**config.mk**
```make
export PLATFORM = sky130hd
export DESIGN_NAME = pxtiming_ctl
export DESIGN_NICKNAME = d
export VERILOG_FILES = /design/src/rtl/pxtiming_ctl_pkg.sv /design/src/rtl/pxtiming_ctl_attrcheck.sv /design/src/rtl/pxtiming_ctl.sv
export SDC_FILE = /design/constraint.sdc
export NUM_CORES = 1
export LEC_CHECK = 0
export ABC_CLOCK_PERIOD_IN_PS = 3600
export CAP_MARGIN = 20
export CELL_PAD_IN_SITES_DETAIL_PLACEMENT = 1
export CELL_PAD_IN_SITES_GLOBAL_PLACEMENT = 2
export CORE_AREA = 2 2 223 225
export CTS_CLUSTER_SIZE = 12
export DETAILED_ROUTE_END_ITERATION = 8
export DIE_AREA = 0 0 225 227
export DONT_BUFFER_PORTS = 1
export PLACE_DENSITY = 0.84
export SETUP_SLACK_MARGIN = 0.02
export SYNTH_ARGS = -nofsm -noshare
export SYNTH_HDL_FRONTEND = slang
export SYNTH_HIERARCHICAL = 1
export SYNTH_SLANG_ARGS = --single-unit
```
**constraint.sdc**
```tcl
create_clock -name clk -period 3.6 [get_ports clk]
set_clock_uncertainty 0.15 [all_clocks]
set_input_delay 0.54 -clock clk [delete_from_list [all_inputs] [get_ports clk]]
set_output_delay 0.54 -clock clk [all_outputs]
set_load 0.01 [all_outputs]
```
**src/rtl/pxtiming_ctl_pkg.sv**
```systemverilog
// Shared constants for the pixel-timing mode-set sequencer: attribute field
// layout, sequencer state encodings and shadow word addresses.
package pxtiming_ctl_pkg;
  localparam int ATTRMAX = 208;

  localparam int VACT_LO  = 0;
  localparam int HACT_LO  = 16;
  localparam int VTOT_LO  = 32;
  localparam int HTOT_LO  = 48;
  localparam int VSYNC_LO = 64;
  localparam int HSYNC_LO = 80;
  localparam int VDATA_LO = 96;
  localparam int HDATA_LO = 112;
  localparam int MISC_LO  = 128;
  localparam int MVID_LO  = 144;
  localparam int NVID_LO  = 168;
  localparam int SCLK_LO  = 192;

  localparam logic [2:0] PXC_OFF   = 3'd0;
  localparam logic [2:0] PXC_LOAD  = 3'd1;
  localparam logic [2:0] PXC_START = 3'd2;
  localparam logic [2:0] PXC_RUN   = 3'd3;
  localparam logic [2:0] PXC_WAITV = 3'd4;

  localparam logic [2:0] SH_ACT  = 3'd0;
  localparam logic [2:0] SH_TOT  = 3'd1;
  localparam logic [2:0] SH_SYNC = 3'd2;
  localparam logic [2:0] SH_DATA = 3'd3;
  localparam logic [2:0] SH_MISC = 3'd4;
  localparam logic [2:0] SH_MVID = 3'd5;
  localparam logic [2:0] SH_NVID = 3'd6;
  localparam logic [2:0] SH_SCLK = 3'd7;

  typedef logic [ATTRMAX:0] attr_t;
endpackage

```
**src/rtl/pxtiming_ctl_attrcheck.sv**
```systemverilog
// Combinational sanity check of a shadow timing set before it may be applied.
module pxtiming_ctl_attrcheck (
  input  logic [15:0] hact,
  input  logic [15:0] htot,
  input  logic [15:0] vact,
  input  logic [15:0] vtot,
  input  logic [15:0] hsync,
  input  logic [15:0] vsync,
  input  logic [16:0] sclkinc,
  output logic        valid
);
  assign valid = (hact < htot) && (vact <= vtot) && (hsync < htot) &&
                 (vsync <= vtot) && (sclkinc != 17'd0);
endmodule

```
**src/rtl/pxtiming_ctl.sv**
```systemverilog
// Mode-set sequencer: shadows the timing attributes, validates on commit and
// swaps them into the timing generator only while it is held in reset.
module pxtiming_ctl
  import pxtiming_ctl_pkg::*;
#(
  parameter int          RSTCYC  = 4,
  parameter logic [31:0] TIMEOUT = 32'd16777215
) (
  input  logic           clk,
  input  logic           reset,
  input  logic           enable,
  input  logic           regwe,
  input  logic [2:0]     regaddr,
  input  logic [31:0]    regdata,
  input  logic           commit,
  input  logic           dpvstart,
  output logic [ATTRMAX:0] attr,
  output logic           pxreset,
  output logic           running,
  output logic           busy,
  output logic           err
);
  localparam logic [31:0] RST_LAST = 32'(RSTCYC - 1);
  localparam logic [31:0] TO_LAST  = TIMEOUT - 32'd1;

  attr_t       shadow;
  logic [2:0]  state, nxt;
  logic [31:0] cnt;
  logic        pending, nxt_pend, nxt_err;
  logic        load_attr, cnt_clr, valid, cmt_ok;

  pxtiming_ctl_attrcheck u_attrcheck (
    .hact   (shadow[HACT_LO +: 16]),
    .htot   (shadow[HTOT_LO +: 16]),
    .vact   (shadow[VACT_LO +: 16]),
    .vtot   (shadow[VTOT_LO +: 16]),
    .hsync  (shadow[HSYNC_LO +: 16]),
    .vsync  (shadow[VSYNC_LO +: 16]),
    .sclkinc(shadow[SCLK_LO +: 17]),
    .valid  (valid)
  );

  assign cmt_ok = commit & valid;

  always_comb begin
    nxt       = state;
    nxt_pend  = pending;
    nxt_err   = err;
    load_attr = 1'b0;
    cnt_clr   = 1'b0;
    if (!enable) begin
      nxt      = PXC_OFF;
      nxt_pend = 1'b0;
    end else begin
      if (commit) nxt_err = ~valid;
      case (state)
        PXC_OFF: if (cmt_ok) begin
          nxt = PXC_LOAD; load_attr = 1'b1; cnt_clr = 1'b1;
        end
        PXC_LOAD: begin
          if (cmt_ok) nxt_pend = 1'b1;
          if (cnt == RST_LAST) begin
            nxt = PXC_START; cnt_clr = 1'b1;
          end
        end
        PXC_START: begin
          if (cmt_ok) nxt_pend = 1'b1;
          if (dpvstart) nxt = PXC_RUN;
          else if (cnt == TO_LAST) begin
            nxt = PXC_OFF; nxt_err = 1'b1; nxt_pend = 1'b0;
          end
        end
        // A dpvstart coinciding with the commit is left for the old mode.
        PXC_RUN: if (cmt_ok || pending) begin
          nxt = PXC_WAITV; nxt_pend = 1'b0;
        end
        PXC_WAITV: if (dpvstart) begin
          nxt = PXC_LOAD; load_attr = 1'b1; cnt_clr = 1'b1;
        end
        default: nxt = PXC_OFF;
      endcase
    end
  end

  always_ff @(posedge clk) begin
    if (reset) begin
      state   <= PXC_OFF;
      pending <= 1'b0;
      err     <= 1'b0;
      cnt     <= '0;
      attr    <= '0;
      pxreset <= 1'b1;
      running <= 1'b0;
      busy    <= 1'b0;
    end else begin
      state   <= nxt;
      pending <= nxt_pend;
      err     <= nxt_err;
      cnt     <= cnt_clr ? 32'd0 : cnt + 32'd1;
      if (load_attr) attr <= shadow;
      pxreset <= (nxt == PXC_OFF) || (nxt == PXC_LOAD);
      running <= (nxt == PXC_RUN) || (nxt == PXC_WAITV);
      busy    <= (nxt == PXC_LOAD) || (nxt == PXC_START) || (nxt == PXC_WAITV);
    end
  end

  // Shadow updates land on the same edge a commit is sampled, so validation
  // and the LOAD snapshot always see the pre-write contents.
  always_ff @(posedge clk) begin
    if (reset) begin
      shadow <= '0;
    end else if (regwe) begin
      case (regaddr)
        SH_ACT:  shadow[VACT_LO  +: 32] <= regdata;
        SH_TOT:  shadow[VTOT_LO  +: 32] <= regdata;
        SH_SYNC: shadow[VSYNC_LO +: 32] <= regdata;
        SH_DATA: shadow[VDATA_LO +: 32] <= regdata;
        SH_MISC: shadow[MISC_LO  +: 16] <= regdata[15:0];
        SH_MVID: shadow[MVID_LO  +: 24] <= regdata[23:0];
        SH_NVID: shadow[NVID_LO  +: 24] <= regdata[23:0];
        default: shadow[SCLK_LO  +: 17] <= regdata[16:0];
      endcase
    end
  end
endmodule

```
Yosys cells after proc, flatten, opt, wreduce, memory -nomap -nowiden
Index checks and enable logic that the tools add are counted.

Register bits: 458. Bits in latches: 0. Bits in writable memories: 0. Bits in read-only memories: 0. Bits of input ports: 41. Output and inout port bits: 213. Logic and storage cells: 92. Memories kept: 0.

Add/subtract/negate cells: 1. Multiply operators: 0. Div/mod/pow operators: 0. Magnitude comparators: 4. Eq/ne operators: 17. Shift-type cells: 0. Muxes and demuxes: 24. Bitwise gates (word level): 4. Reduce and logical (&&, ||, !) cells: 26.

Operators with widths (count): $add A32 B1 Y32 const B (1); $eq A32 B2 Y1 const B (1); $eq A32 B24 Y1 const B (1); $le A16 B16 Y1 (2); $lt A16 B16 Y1 (2); $mux W3 (7); $eq A3 B2 Y1 const B (6); $reduce_and A2 Y1 (9); $reduce_bool A17 Y1 (1); $eq A3 B3 Y1 const B (5); $pmux W3 S5 (1); $mux W1 (13); $eq A3 B1 Y1 const B (3); $logic_not A3 Y1 (3); $reduce_or A7 Y1 (1); $pmux W1 S3 (2); $logic_or A1 B1 Y1 (5); $logic_and A1 B1 Y1 (4); $reduce_or A2 Y1 (2); $not A1 Y1 (3); $reduce_bool A3 Y1 (1); $ne A2 B2 Y1 const B (1); $pmux W1 S2 (1); $and A1 B1 Y1 (1).

Depth between registers and ports, before layout
Depth in word-level cells: 13. Mapped depth: 16. Gate-level depth less buffers: 14.

By module
Netlist, hierarchy kept.

Modules (own cells, without submodules): pxtiming_ctl (instances 1, cells each 2077, area an instance 16335.7 um2, sequential area each 9168.8 um2); pxtiming_ctl_attrcheck (instances 1, cells each 197, area an instance 1497.7 um2, sequential area each 0.0 um2).

Worst setup path after synthesis
OpenSTA, ideal clock, no wires.

Path type: register -> register. Start: register shadow[54]. End: register attr[32]. Setup time: 70 ps. Data arrival time: 2786 ps. Required time: 3380 ps. Path slack: 593 ps. Cell stages (with the launch flop): 17. Path buffers: 3. Period minus slack after synthesis: 3007 ps. Cell sequence: dfxtp_1 inv_1 ha_1 a21o_1 a211o_1 nor2_1 or4_1 a21oi_1 nor4_2 nand2_1 o21ai_0 and3_1 buf_2 buf_4 buf_2 nand2_1 a21oi_1.

Word-level cells in the longest chain between the ends: 9. Elaborated cells between the ends (all ways): 10. Those cells by class: order compare: 2; mux: 3; bitwise: 1; reduce/logical: 4.

RTL lines: from (decl) (line pxtiming_ctl.sv:26) `attr_t shadow;`; from (signal, indexed assignment) (line pxtiming_ctl.sv:114) `SH_ACT: shadow[VACT_LO +: 32] <= regdata;`; from (signal, indexed assignment) (line pxtiming_ctl.sv:115) `SH_TOT: shadow[VTOT_LO +: 32] <= regdata;`; from (signal, indexed assignment) (line pxtiming_ctl.sv:116) `SH_SYNC: shadow[VSYNC_LO +: 32] <= regdata;`; $lt A16 B16 Y1 (line pxtiming_ctl_attrcheck.sv:12) `assign valid = (hact < htot) && (vact <= vtot) && (hsync < htot) &&`; $logic_and A1 B1 Y1 (line pxtiming_ctl_attrcheck.sv:12); $logic_and A1 B1 Y1 * (2 in series) (line pxtiming_ctl_attrcheck.sv:12); $logic_and A1 B1 Y1 * (line pxtiming_ctl_attrcheck.sv:13) `(vsync <= vtot) && (sclkinc != 17'd0);`; via valid (line pxtiming_ctl.sv:30) `logic load_attr, cnt_clr, valid, cmt_ok;`; $and A1 B1 Y1 * (line pxtiming_ctl.sv:43) `assign cmt_ok = commit & valid;`; $mux W1 * (line pxtiming_ctl.sv:57) `PXC_OFF: if (cmt_ok) begin`; $pmux W1 S2 * (line pxtiming_ctl.sv:56) `case (state)`; $mux W1 * (line pxtiming_ctl.sv:51) `if (!enable) begin`; to (signal assigned) (line pxtiming_ctl.sv:100) `if (load_attr) attr <= shadow;`; to (decl) (line pxtiming_ctl.sv:17) `output logic [ATTRMAX:0] attr,`.

The timed path passes the listed nets; every way through them passes the cells marked *. A chain may end at the register's enable or synchronous reset.

Worst setup path after layout
Start: register shadow[57]. End: register attr[19].

Same word-level chain as after synthesis.

==> results.json <==
{
  "status": "completed",
  "grt_pass1_vias": 17000,
  "worstMarginPinSlew_ps": 1080,
  "die_w_um": 225,
  "numCtsBuffers": 51,
  "gp_congestion": 0.837,
  "cts.clk_slew.worst_paths_ps": 60,
  "synthAdderAreaFrac_pct": 4.49,
  "synth-simple-area-share_pct": 23.8,
  "slew_headroom_pct": 27.7,
  "cts-root-buf": "clkbuf_16",
  "start_util_pct": 36.7,
  "synth_area_leader_cell": "dfxtp_1",
  "track_usage_pct": 25.5,
  "worst-path-buf-inv": 4,
  "worstPathArrival_ps": 3720,
  "num_vias": 16400,
  "rows": 81,
  "drv_slew": 0,
  "final_nets": 2556,
  "path_class": "reg2reg",
  "yosysTopAreaCellShare_pct": 51.4,
  "whs_path_depth": 2,
  "cts_max_level": 2,
  "max_stage_delay_ps": 370,
  "place_hpwl_mm": 40.2,
  "ys.flop_type": "dfxtp_1",
  "drv_cap": 0,
  "ff2ff_setup_slack_ps": 200,
  "fin_crit_sh_pct": 94.5,
  "synth_nets": 2379,
  "period_needed_ps": 3400,
  "tns_ps": 0,
  "yosys_warnings": 6,
  "wirelength_mm": 67.9,
  "ys_ff_latch": 458,
  "worst-path-max-fanout": 108,
  "crit_path_end_kind": "register",
  "rr_worst_depth": 16,
  "synth-seq-area-share_pct": 51.4,
  "crit_path_top_delay_cell": "dfxtp_1",
  "wl_per_cell_um": 21.8,
  "cp.required_ps": 3920,
  "synth_mux_area_share_pct": 0,
  "ys_async_sr_fraction_pct": 0,
  "rsz0062_at_grt": "no",
  "boundaryPins": 254,
  "p_leak_nw": 8.38,
  "hold_violations": 0,
  "port_buffers": 0,
  "synth_compound_area_share_pct": 14.2,
  "crit_chain": "inv_1 -> ha_1 -> a21o_1 -> nand3_1 -> a21oi_1 -> nor4_1 -> o211ai_1 -> nor4_4 -> buf_4 -> nand2_1 -> o21ai_2 -> buf_4 -> nand3_4 -> buf_12 -> nand2_1 -> a21oi_1",
  "max_freq_mhz": 294,
  "synth_xor_area_share_pct": 1.47,
  "synth_edf_count": 0,
  "drt-pass1-iter-count": 5,
  "viasPerCell": 5.27,
  "worstHoldStart": "enable",
  "dieArea_um2": 51100,
  "grt_start_max_net_pins": 428,
  "die_h_um": 227,
  "synth_area_per_cell_um2": 7.84,
  "setup_violations": 0,
  "finalPower_mw": 11.2,
  "layout-drive-gt1-share_pct": 6.23,
  "path_delay_family": "simple AND/OR/NAND/NOR gates",
  "hold_class": "in2reg",
  "synth_cells": 2274,
  "grt_first_pass_wirelength_mm": 100,
  "coreArea_um2": 48500,
  "reg2reg_from": "shadow[57]",
  "synth_area_leaders": "dfxtp_1 (51%), nand2_1 (18%), a21oi_1 (12%)",
  "synth_top_family_by_area": "simple AND/OR/NAND/NOR gates",
  "power_density_nw_per_um2": 494,
  "hold-path-endpoint": "pending",
  "overflow": 0,
  "vdd_drop_max_uv": 467,
  "worstSetupStartpointType": "register",
  "syn_to_final_growth_pct": 27.1,
  "fillerInstances": 5745,
  "cts.path.max_buffers": 3,
  "clock_sinks": 458,
  "insertion_delay_ps": 600,
  "regToRegEndpoint": "attr[19]",
  "syn-cell-area_um2": 17800,
  "ys_types": 54,
  "postRouteAntennaNets": 0,
  "drc": 0,
  "antenna_found_initial": 13,
  "first_iter_violations": 1071,
  "cts_tree": "done",
  "cp.depth": 16
}
[placed cells by master, fill, tap and decap left out, types with 10 or more instances in the layout]
master	netlist	layout
dfxtp_1	458	455
xnor2_1	11	11
xor2_1	19	19
inv_1	40	40
diode_2	0	10
buf_4	2	26
a21oi_1	445	442
ha_1	64	64
nor4_1	11	10
nand4_1	20	20
nand3_1	20	19
nor2_1	66	62
clkbuf_1	96	13
nand2_1	871	871
clkbuf_16	0	54
dlygate4sd3_1	0	239
[cells in the mapped netlist (all sizes together) (8+ instances only)]
library cell and count:
nand2 871, dfxtp 458, a21oi 445, clkbuf 101, nor2 66, ha 64, buf 53, inv 40
nand4 22, nand3 20, xor2 19, nor4 16, o21ai 11, xnor2 11, nor3 10, and3 8
[metal layers]
metal / GRT usage, % / wire (µm) / part of all wire [%]
met5: 0 / 13 / 0.019
met4: 8.10 / 2070 / 3.0
met3: 6.81 / 4550 / 6.7
met2: 42.7 / 32100 / 47
met1: 31.9 / 29300 / 43
[cell type report]
| class | count | area (µm²) | share of cell area (%) |
|---|---|---|---|
| Inverter | 40 | 150 | 0.663 |
| Clock inverter | 16 | 219 | 0.966 |
| Multi-Input combinational cell | 1622 | 7970 | 35.2 |
| Tap cell | 622 | 778 | 3.43 |
| Antenna cell | 10 | 25.0 | 0.110 |
| Clock buffer | 74 | 1490 | 6.55 |
| Timing Repair Buffer | 278 | 2860 | 12.6 |
| Sequential cell | 458 | 9180 | 40.5 |
[sequential cells by signal, summed over array words and instances (netlist names)]
signal	cells
busy	1
err	1
pending	1
pxreset	1
state	3
running	1
shadow	209
attr	209
cnt	32
[worst max-delay path by stage]
stage	from	endpoint	slack, ps
after floorplan	shadow[54]	attr[32]	590
after global placement	shadow[193]	running	130
after detailed placement	shadow[53]	attr[105]	-30
after CTS	shadow[53]	attr[105]	30
after global routing	shadow[33]	attr[72]	30
final	shadow[57]	attr[19]	200
[where the power goes]
group	switching [mW]	leakage, nW	total, mW	internal [mW]
sequential	0.0550	3.70	5.18	5.12
clock	2.18	0.831	5.39	3.21
combinational	0.396	3.85	0.637	0.241
total	2.63	8.38	11.2	8.58
[cell families after synthesis]
family                     after synthesis
buffers and inverters                  194
xor gates and xnor gates                30
and+or+nand+nor                       1044
DFF                                    458
adders and majority gates               64
AOI/OAI and AO/OA                      484
[through the flow]
stage	hold slack (ps)	cell area, µm²	std cells	util (%)	setup WS [ps]
2_1_floorplan	275	17800	2274	-	593
3_3_place_gp	284	18300	2770	37.6	125
3_5_place_dp	295	18300	2770	37.6	-27.9
4_1_cts	-136	22400	3099	46.1	25.9
5_1_grt	26.1	22600	3113	46.6	26.6
6_report	29.6	22700	3120	46.7	200
[what timing repair did]
item | CTS | global route
setup endpoints to repair | 218 | 246
buffers inserted | 0 | 5
endpoints found under the hold margin | 425 | 27
pin swaps | 0 | 9
resized for setup | 2 | 23
hold buffers | 239 | 5
cloned | 0 | 1
Note: power is estimated with default switching activity, not from simulation.
